<file path="src/rtl/game_sequencer.sv">
// game_sequencer
//   Turn and scoring controller for the two-player obstacle game. Owns the
//   game state machine and both scores, gates the obstacle-shift and
//   player-move datapath, and reports status.
//
// Ports
//   board_clk      in   system clock, rising edge
//   reset          in   asynchronous, active-high; clears every register
//   start          in   raw switch level, asynchronous to board_clk
//   tick           in   single-cycle game-rate strobe
//   hit            in   player overlaps an obstacle (synchronous level)
//   player_row     in   current player row index
//   state          out  00 idle, 01 player 1, 10 player 2, 11 done
//   p1_score       out  player 1 score, 0..WIN_SCORE
//   p2_score       out  player 2 score, 0..WIN_SCORE
//   winner         out  01 player 1 won, 10 player 2 won, else 00
//   obstacle_load  out  one-cycle pulse: reload obstacle pattern
//   player_reset   out  one-cycle pulse: return player to start cell
//   obstacle_step  out  one-cycle pulse: shift obstacle rows
//   player_en      out  button moves accepted (PLAY only)
//
// Every output is a flop; next values are computed in the FSM's
// combinational process and captured on the same edge as the state.
module game_sequencer #(
    parameter int WIN_SCORE    = 10,
    parameter int GOAL_ROW     = 1,
    parameter int TURN_TICKS   = 60,
    parameter int FREEZE_TICKS = 4
) (
    input  logic       board_clk,
    input  logic       reset,
    input  logic       start,
    input  logic       tick,
    input  logic       hit,
    input  logic [3:0] player_row,
    output logic [1:0] state,
    output logic [3:0] p1_score,
    output logic [3:0] p2_score,
    output logic [1:0] winner,
    output logic       obstacle_load,
    output logic       player_reset,
    output logic       obstacle_step,
    output logic       player_en
);

    typedef enum logic [1:0] {IDLE, PLAY, FREEZE, DONE} fsm_t;

    fsm_t       fsm_q, fsm_d;
    logic       turn_q, turn_d;
    logic [7:0] turn_cnt_q, turn_cnt_d;
    logic [3:0] freeze_cnt_q, freeze_cnt_d;
    logic [3:0] p1_d, p2_d;
    logic [1:0] winner_d, state_d;
    logic       load_d, preset_d, step_d;

    logic       start_s1, start_s2, start_dly;
    logic       start_rise, start_low, goal;
    logic [3:0] cur_score, cur_inc;

    assign start_rise = start_s2 & ~start_dly;
    assign start_low  = ~start_s2;
    assign goal       = (player_row == 4'(GOAL_ROW));
    assign cur_score  = turn_q ? p2_score : p1_score;
    // Saturating increment so a score can never pass WIN_SCORE.
    assign cur_inc    = (cur_score == 4'(WIN_SCORE)) ? cur_score : cur_score + 4'd1;

    always_ff @(posedge board_clk or posedge reset) begin
        if (reset) begin
            start_s1      <= 1'b0;
            start_s2      <= 1'b0;
            start_dly     <= 1'b0;
            fsm_q         <= IDLE;
            turn_q        <= 1'b0;
            turn_cnt_q    <= '0;
            freeze_cnt_q  <= '0;
            p1_score      <= '0;
            p2_score      <= '0;
            winner        <= '0;
            state         <= '0;
            obstacle_load <= 1'b0;
            player_reset  <= 1'b0;
            obstacle_step <= 1'b0;
            player_en     <= 1'b0;
        end else begin
            start_s1      <= start;
            start_s2      <= start_s1;
            start_dly     <= start_s2;
            fsm_q         <= fsm_d;
            turn_q        <= turn_d;
            turn_cnt_q    <= turn_cnt_d;
            freeze_cnt_q  <= freeze_cnt_d;
            p1_score      <= p1_d;
            p2_score      <= p2_d;
            winner        <= winner_d;
            state         <= state_d;
            obstacle_load <= load_d;
            player_reset  <= preset_d;
            obstacle_step <= step_d;
            player_en     <= (fsm_d == PLAY);
        end
    end

    always_comb begin
        fsm_d        = fsm_q;
        turn_d       = turn_q;
        turn_cnt_d   = turn_cnt_q;
        freeze_cnt_d = freeze_cnt_q;
        p1_d         = p1_score;
        p2_d         = p2_score;
        winner_d     = winner;
        load_d       = 1'b0;
        preset_d     = 1'b0;
        step_d       = 1'b0;

        case (fsm_q)
            IDLE, DONE: begin
                if (start_rise) begin
                    fsm_d        = PLAY;
                    turn_d       = 1'b0;
                    turn_cnt_d   = '0;
                    freeze_cnt_d = '0;
                    p1_d         = '0;
                    p2_d         = '0;
                    winner_d     = '0;
                    load_d       = 1'b1;
                    preset_d     = 1'b1;
                end else if (fsm_q == DONE && start_low) begin
                    fsm_d = IDLE;
                end
            end
            PLAY: begin
                // Dropping start outranks every in-play event.
                if (start_low) begin
                    fsm_d = IDLE;
                end else if (hit) begin
                    fsm_d    = FREEZE;
                    preset_d = 1'b1;
                end else if (goal) begin
                    if (turn_q) p2_d = cur_inc;
                    else        p1_d = cur_inc;
                    if (cur_inc == 4'(WIN_SCORE)) begin
                        fsm_d    = DONE;
                        winner_d = turn_q ? 2'b10 : 2'b01;
                    end else begin
                        fsm_d    = FREEZE;
                        preset_d = 1'b1;
                    end
                end else if (tick) begin
                    if (turn_cnt_q == 8'(TURN_TICKS - 1)) begin
                        fsm_d    = FREEZE;
                        preset_d = 1'b1;
                    end else begin
                        turn_cnt_d = turn_cnt_q + 8'd1;
                        step_d     = 1'b1;
                    end
                end
            end
            FREEZE: begin
                // hit and goal are deliberately ignored here, which absorbs a
                // hit that lingers past the player_reset pulse.
                if (start_low) begin
                    fsm_d = IDLE;
                end else if (tick) begin
                    if (freeze_cnt_q == 4'(FREEZE_TICKS - 1)) begin
                        fsm_d        = PLAY;
                        turn_d       = ~turn_q;
                        turn_cnt_d   = '0;
                        freeze_cnt_d = '0;
                    end else begin
                        freeze_cnt_d = freeze_cnt_q + 4'd1;
                    end
                end
            end
            default: fsm_d = IDLE;
        endcase

        case (fsm_d)
            IDLE:    state_d = 2'b00;
            DONE:    state_d = 2'b11;
            default: state_d = turn_d ? 2'b10 : 2'b01;
        endcase
    end

endmodule

</file>
<file path="config.mk">
export PLATFORM = sky130hd
export DESIGN_NAME = game_sequencer
export DESIGN_NICKNAME = d
export VERILOG_FILES = /design/src/rtl/game_sequencer.sv
export SDC_FILE = /design/constraint.sdc
export NUM_CORES = 1
export LEC_CHECK = 0
export ABC_CLOCK_PERIOD_IN_PS = 2600
export BUFFER_PORTS_ARGS = -buffer_cell sky130_fd_sc_hd__buf_2
export CORE_AREA = 2 2 77 57
export CTS_BUF_LIST = sky130_fd_sc_hd__clkbuf_16
export CTS_CLUSTER_SIZE = 40
export DETAILED_ROUTE_END_ITERATION = 16
export DIE_AREA = 0 0 79 59
export PLACE_DENSITY_LB_ADDON = 0.12
export SYNTH_ARGS = -nofsm -noshare
export SYNTH_HDL_FRONTEND = slang
export SYNTH_SLANG_ARGS = --single-unit
</file>
<file path="constraint.sdc">
create_clock -name board_clk -period 2.6 [get_ports board_clk]
set_input_delay 0.52 -clock board_clk [delete_from_list [all_inputs] [get_ports board_clk]]
set_output_delay 0.52 -clock board_clk [all_outputs]
set_load 0.01 [all_outputs]
</file>
==> summary.txt, run 1 <==
Global route
  – Gr usage total: 0.1936
  – First-pass GRT wire length: around 7 mm
  – Vias in the first global route: 1,498
  – Largest net degree at the start of global routing: 35
  – GRT Residual Overflow: 0
  – Antenna violations before repair: 0

Yosys
  – Sequential share of the synthesized area: 0.4471
  – Dominant cell by count in the synthesized netlist: dfrtp_1
  – Commonest cells post-synth: 34 x dfrtp_1, 24 x nand2_1, 17 x nand3_1, 17 x o21ai_1
  – Synth Cell Area: 1903 um^2
  – Ys async rst share: 1.000
  – Syn_nets: 219
  – Synth top area cells: dfrtp_1 45%, ha_1 5.9%, nand2_1 4.7%, nand3_1 4.5%, o21ai_1 4.5%
  – Synthesized instance count: 201
  – Post-synth cell types: 42
  – Yosys reg bits: 34
  – Mapped Avg Cell Area: 9.468 um^2
  – Ys flop type: dfrtp_1
  – EDFF count, synth: 0
  – Top cell type's share of synthesized area: 0.4471
  – Synth Warn #: 0
  – Synth area leader: dfrtp_1

Setup path
  – Startpoint Class: register
  – CP arrival: 2670 ps
  – Critical Path Fanout Max: 4
  – CP Capture Type: register
  – Crit Path Category: reg2reg
  – CP Data Required Time: ~2800 ps

Finish
  – Final instance area: 2427 um^2
  – Layout Utilization: 0.6303
  – Final nets: 260
  – N_diodes: 0
  – Ratio of cells with drive above 1 in the final layout: 0.2840
  – Area grow syn2layout: 27.55%
  – Fillers: 317

Floorplan
  – Num rows: 19
  – Die area: 4661 um^2
  – Io pins: 25
  – Die X: between 70 and 80 um
  – Starting Density: 0.4942
  – Core area: 3851 um^2
  – Die Height: 59 um

Timing
  – Max-Slew Margin vs Limit: 0.6260
  – Slew Viols, Final: 0
  – Achievable frequency: 0.3979 GHz
  – Tcrit/Tclk final: 0.9667
  – Pin slew with the least headroom to its limit: between 500 and 600 ps
  – # setup viols final: 0
  – Clock skew: 6.826 ps
  – Final min period: 2514 ps
  – Endpoints failing hold: 0

Drt
  – Vias per cell: 5.549
  – Total wire length: 4.336 mm
  – Post-route DRC: 0
  – Vias: 1,637
  – Pre-antenna DRT Iters: 4
  – Wire length per cell: 14.70 um
  – Detailed Route Iter0 Violations: between 80 and 90
  – Routed Antenna Nets: 0

Clocking
  – H-tree depth: 2
  – CTS Sinks: 34
  – Clock buffer depth: 2
  – CTS root buf: clkbuf_16
  – Clock Latency Late Sink: 280 ps
  – # hold bufs at CTS: 0
  – Clock Pin Slew Worst Setup and Hold Paths: 60 ps
  – CTS tree: built
  – Total CTS buffers: 5

Power and ir drop
  – PwrDens: 1048 nW/um^2
  – Maximum VDD drop: 0.6796 mV
  – Leak pwr: 0.001114 uW
  – Power, Total: 2543 uW

Run status
  – Status: complete, no violations

Placed design
  – Final RePlAce weighted congestion: slightly below 0.9
  – Placed Area: 2142 um^2
  – HPWL Detailed: 3.009 mm
  – # port buffers: 24

Run
  – Max Cap Viol: 0

Min path
  – Hold WC Path Type: in2async
-- placed cells by master, fill, tap and decap left out, drive strengths merged, types with 3 or more instances in the layout --
master and instances:
or3 7, inv 11, o21ai 19, buf 39, nand2 24, clkbuf 5
nor2 12, mux2 8, nand3 17, a21oi 12, nand2b 3, dfrtp 34
ha 9, xnor2 3, a211oi 3, mux2i 5
-- state kept, by name, summed over array words and instances (netlist names) --
signal and flops:
freeze_cnt_q 4, fsm_q 2, obstacle_load 1, obstacle_step 1, p1_score 4, p2_score 4
player_en 1, player_reset 1, start_dly 1, start_s1 1, start_s2 1, state 2
turn_cnt_q 8, turn_q 1, winner 2
-- cell type report --
class                      count  area, um^2  share of cell area
clock buffer                   5       125.1             0.05155
clock inverter                 3       40.04             0.01649
inverter                      11       41.29             0.01701
multi-input combinational    151        1071              0.4412
sequential                    34       852.1              0.3510
tap                           52       65.06             0.02680
timing repair buffer          39       232.7             0.09588
-- routing by layer --
layer / routed length (um) / GRT usage / vias to the layer above
met5: 0 / 0 / -
met4: 53 / 0.06158 / 0
met3: 202 / 0.04726 / 6
met2: 2032 / 0.3196 / 44
met1: 2047 / 0.2557 / 785
li1: - / - / 802
-- power breakdown --
part           internal, uW  leakage (uW)  total, uW  switching, uW
clock network           448     0.0000836        667            219
registers               654      0.000443        765            111
logic                   487      0.000587       1110            624
total                  1590       0.00111       2540            954
-- stage by stage --
step | setup slack (ps) | TNS, ps | cells | hold WS (ps)
final | 86.50 | 0 | 295 | 327.1
after global routing | -31.16 | -31.16 | 295 | 349.9
after CTS | 4.647 | 0 | 290 | 345.9
after detailed placement | -27.29 | -42.45 | 280 | 340.3
after global placement | 126.6 | 0 | 280 | 333.2
after floorplan | 27.92 | 0 | 201 | 331.2
-- cells by family (layout without fill, tap and decap cells) --
group,after synthesis,count (layout),synth area share
simple gates,78,78,0.2222
flops,34,34,0.4471
xor+xnor,5,5,0.02302
mux,13,13,0.07363
fa+ha+maj,9,9,0.05917
buf+inv,16,58,0.03353
compound gates,46,46,0.1414
-- final timing paths --
path | start | to | slack, ps | cells after the start
worst max-delay path | turn_q | state[0] | 90 | 10
worst min-delay path | reset | p1_score[0] | 330 | 3
worst max register to register | turn_q | state[0] | 90 | 10
worst min register to register | start_s1 | start_s2 | 350 | 0
max in group asynchronous | reset | turn_q | 1950 | 3
min in group board_clk | start | start_s1 | 350 | 1
-- critical path, stage by stage, from the launching register on --
cell      delay [ps]
dfrtp_2          410
mux2_2           390
ha_2             200
xnor2_2          180
nor3_2            70
a31oi_2          220
a211oi_2         100
o31a_1           330
ha_4             300
nor2_2            50
a21o_1           160
-- repair_timing --
| item | 4_1_cts | 5_1_grt |
|---|---|---|
| endpoints found under the setup margin | 2 | 2 |
| resized for setup | 2 | 11 |
| pin swaps | 0 | 7 |
| gates cloned | 0 | 0 |
| setup buffers | 2 | 5 |
| endpoints found under the hold margin | 0 | 0 |
(Power assumes the default switching activity.)
==> inputs of run 2 (changes only) <==
==> config.mk (replaced) <==
export PLATFORM = sky130hd
export DESIGN_NAME = game_sequencer
export DESIGN_NICKNAME = d
export VERILOG_FILES = /design/src/rtl/game_sequencer.sv
export SDC_FILE = /design/constraint.sdc
export NUM_CORES = 1
export LEC_CHECK = 0
export ABC_CLOCK_PERIOD_IN_PS = 2350
export CORE_AREA = 2 2 70 52
export CTS_BUF_LIST = sky130_fd_sc_hd__clkbuf_16
export CTS_CLUSTER_SIZE = 40
export DETAILED_ROUTE_END_ITERATION = 16
export DIE_AREA = 0 0 72 54
export DONT_BUFFER_PORTS = 1
export PLACE_DENSITY_LB_ADDON = 0.12
export SYNTH_ARGS = -nofsm -noshare
export SYNTH_HDL_FRONTEND = slang
export SYNTH_SLANG_ARGS = --single-unit
==> constraint.sdc (replaced) <==
create_clock -name board_clk -period 2.35 [get_ports board_clk]
set_input_delay 0.47 -clock board_clk [delete_from_list [all_inputs] [get_ports board_clk]]
set_output_delay 0.47 -clock board_clk [all_outputs]
set_load 0.01 [all_outputs]
==> run 2 against run 1 <==
The flow now finishes with violations (negative setup slack). Register-to-register slack lost 99 ps. Core utilization is 13 points higher. Hold slack worse by 150 ps.
==> summary.txt, run 2 (same netlist as run 1, synthesis figures left out) <==
Min path
  – Hold WC Path Type: in2async

Drt
  – Post-route DRC: 0 (unchanged)
  – Vias per cell: 6.015 (+8.4%)
  – Wire length per cell: 18.17 um (+24%)
  – Total wire length: 4.997 mm (+15%)
  – Detailed Route Iter0 Violations: 105 (+21%)
  – Pre-antenna DRT Iters: 4 (unchanged)
  – Vias: 1,654 (+1.0%)
  – Routed Antenna Nets: 0 (unchanged)

Timing
  – Final hold slack: 178.6 ps (-148.5 ps)
  – Max-Slew Margin vs Limit: 0.5073 (-0.1186)
  – Slew Viols, Final: 0 (unchanged)
  – RSZ-0062 raised after global routing: true
  – Setup WS post-layout: -12.29 ps (-98.79 ps)
  – Tcrit/Tclk final: 1.005 (+0.03850)
  – # setup viols final: 1 (+1)
  – Achievable frequency: 0.4233 GHz (+6.4%)
  – Final min period: 2362 ps (-151.2 ps)
  – Pin slew with the least headroom to its limit: 737.1 ps (+178.5 ps)
  – Clock skew: 1.384 ps (-5.442 ps)
  – Endpoints failing hold: 0 (unchanged)

Global route
  – GRT Residual Overflow: 0 (unchanged)
  – Vias in the first global route: 1,584 (+5.7%)
  – Antenna violations before repair: 0 (unchanged)
  – Gr usage total: 0.2549 (+0.06136)
  – First-pass GRT wire length: 7.362 mm (+5.6%)
  – Largest net degree at the start of global routing: 35 (unchanged)

Power and ir drop
  – Leak pwr: 0.001104 uW (-0.95%)
  – PwrDens: 1164 nW/um^2 (+11%)
  – Power, Total: 2929 uW (+15%)
  – Maximum VDD drop: 0.9659 mV (+42%)

Clocking
  – Clock buffer depth: 2 (unchanged)
  – CTS tree: built
  – Total CTS buffers: 5 (unchanged)
  – H-tree depth: 2 (unchanged)
  – Clock Pin Slew Worst Setup and Hold Paths: 50 ps (about the same)
  – CTS root buf: clkbuf_16
  – CTS Sinks: 34 (unchanged)
  – Clock Latency Late Sink: 280 ps (about the same)

Finish
  – Ratio of cells with drive above 1 in the final layout: 0.3149 (+0.03094)
  – Largest register FFs: 8 (unchanged)
  – Area grow syn2layout: 32.22%
  – N_diodes: 0 (unchanged)
  – Top reg by flops: turn_cnt_q
  – Final nets: 252 (-3.1%)
  – Most frequent cells in the layout: 34 x dfrtp_1, 29 x buf_4, 23 x nand2_1
  – Most common cell after layout, fill and taps aside: dfrtp_1

Floorplan
  – Die X: 72 um (-8.9%)
  – Io pins: 25 (unchanged)
  – Die Height: 54 um (-8.5%)
  – Die area: 3888 um^2 (-17%)
  – Starting Density: 0.5748 (+0.08068)
  – Core area: 3311 um^2 (-14%)
  – Num rows: 18 (-1)

Run
  – Max Cap Viol: 0 (unchanged)

Setup path
  – Reg2Reg Launch Point: turn_cnt_q[0]
  – Startpoint Class: register
  – CP arrival: 2530 ps (-140 ps)
  – CP Capture Type: register
  – CP Data Required Time: 2520 ps (-240 ps)
  – Crit Path Category: reg2reg
  – Setup slack, reg-to-reg: -10 ps (-100 ps)
  – Critical Path Fanout Max: 3 (-1)
  – R2R cell count: 10 (unchanged)
  – R2r endpoint: state[0]

Placed design
  – # port buffers: 0 (-100%)
  – Final RePlAce weighted congestion: 0.8989 (+3.5%)
  – HPWL Detailed: 3.260 mm (+8.3%)

Run status
  – Failing checks: negative setup slack
  – Status: finished, violations left
==> run 2: worst max path at each step <==
stage             startpoint  endpoint  slack, ps  cells after the start
2_1_floorplan         turn_q  state[0]       -200                     11
3_3_place_gp          turn_q  state[1]         -5                      9
3_5_place_dp          turn_q  state[1]       -120                     11
4_1_cts               turn_q  state[0]        -30                     11
5_1_grt        turn_cnt_q[1]  state[0]       -120                     10
6_report       turn_cnt_q[0]  state[0]        -10                     10
==> run 2: report_power, final <==
group          internal [uW]  switching, uW  total [uW]
sequential               724            147         872
clock                    382            234         616
combinational            659            781        1440
==> run 2: repair_timing <==
item | in CTS | in global routing
gates cloned | 0 | 1
buffers inserted | 1 | 4
hold buffers | 0 | 0
pin swaps | 4 | 10
endpoints found under the setup margin | 7 | 8
gates resized for setup | 3 | 31
==> run 2: final cells by class <==
class                      instances  area [um^2]
fill                             237        794.5
clock inverter                     3        12.51
multi-input combinational        152         1207
timing repair buffer              30        229.0
clock buffer                       5        125.1
inverter                          11        41.29
sequential                        34        850.8
tap                               40        50.05
==> run 2: stage by stage <==
stage	utilization	setup WS (ps)	setup TNS [ps]	cells	instance area [um^2]
2_1_floorplan	-	-199.2	-378.3	201	1939
3_3_place_gp	0.6489	-5.422	-6.861	261	2148
3_5_place_dp	0.6489	-120.3	-304.2	261	2148
4_1_cts	0.6995	-31.49	-62.54	270	2316
5_1_grt	0.7600	-122.6	-322.9	275	2516
6_report	0.7600	-12.29	-12.29	275	2516
==> run 2: worst max-delay path: stages (launching register included) <==
cell and delay (ps):
dfrtp_1 350, ha_2 190, and4_1 220, nor4b_4 280
nand2_2 140, a21oi_2 200, a211oi_2 50, o31a_1 320
ha_4 310, nor2_4 40, a21o_1 160
==> run 2: per-layer routing <==
metal	vias to the layer above	part of all wire	GRT usage
met5	-	0	0
met3	14	0.047	0.07303
met4	0	0.023	0.1384
li1	791	-	-
met2	52	0.51	0.4275
met1	797	0.43	0.3026
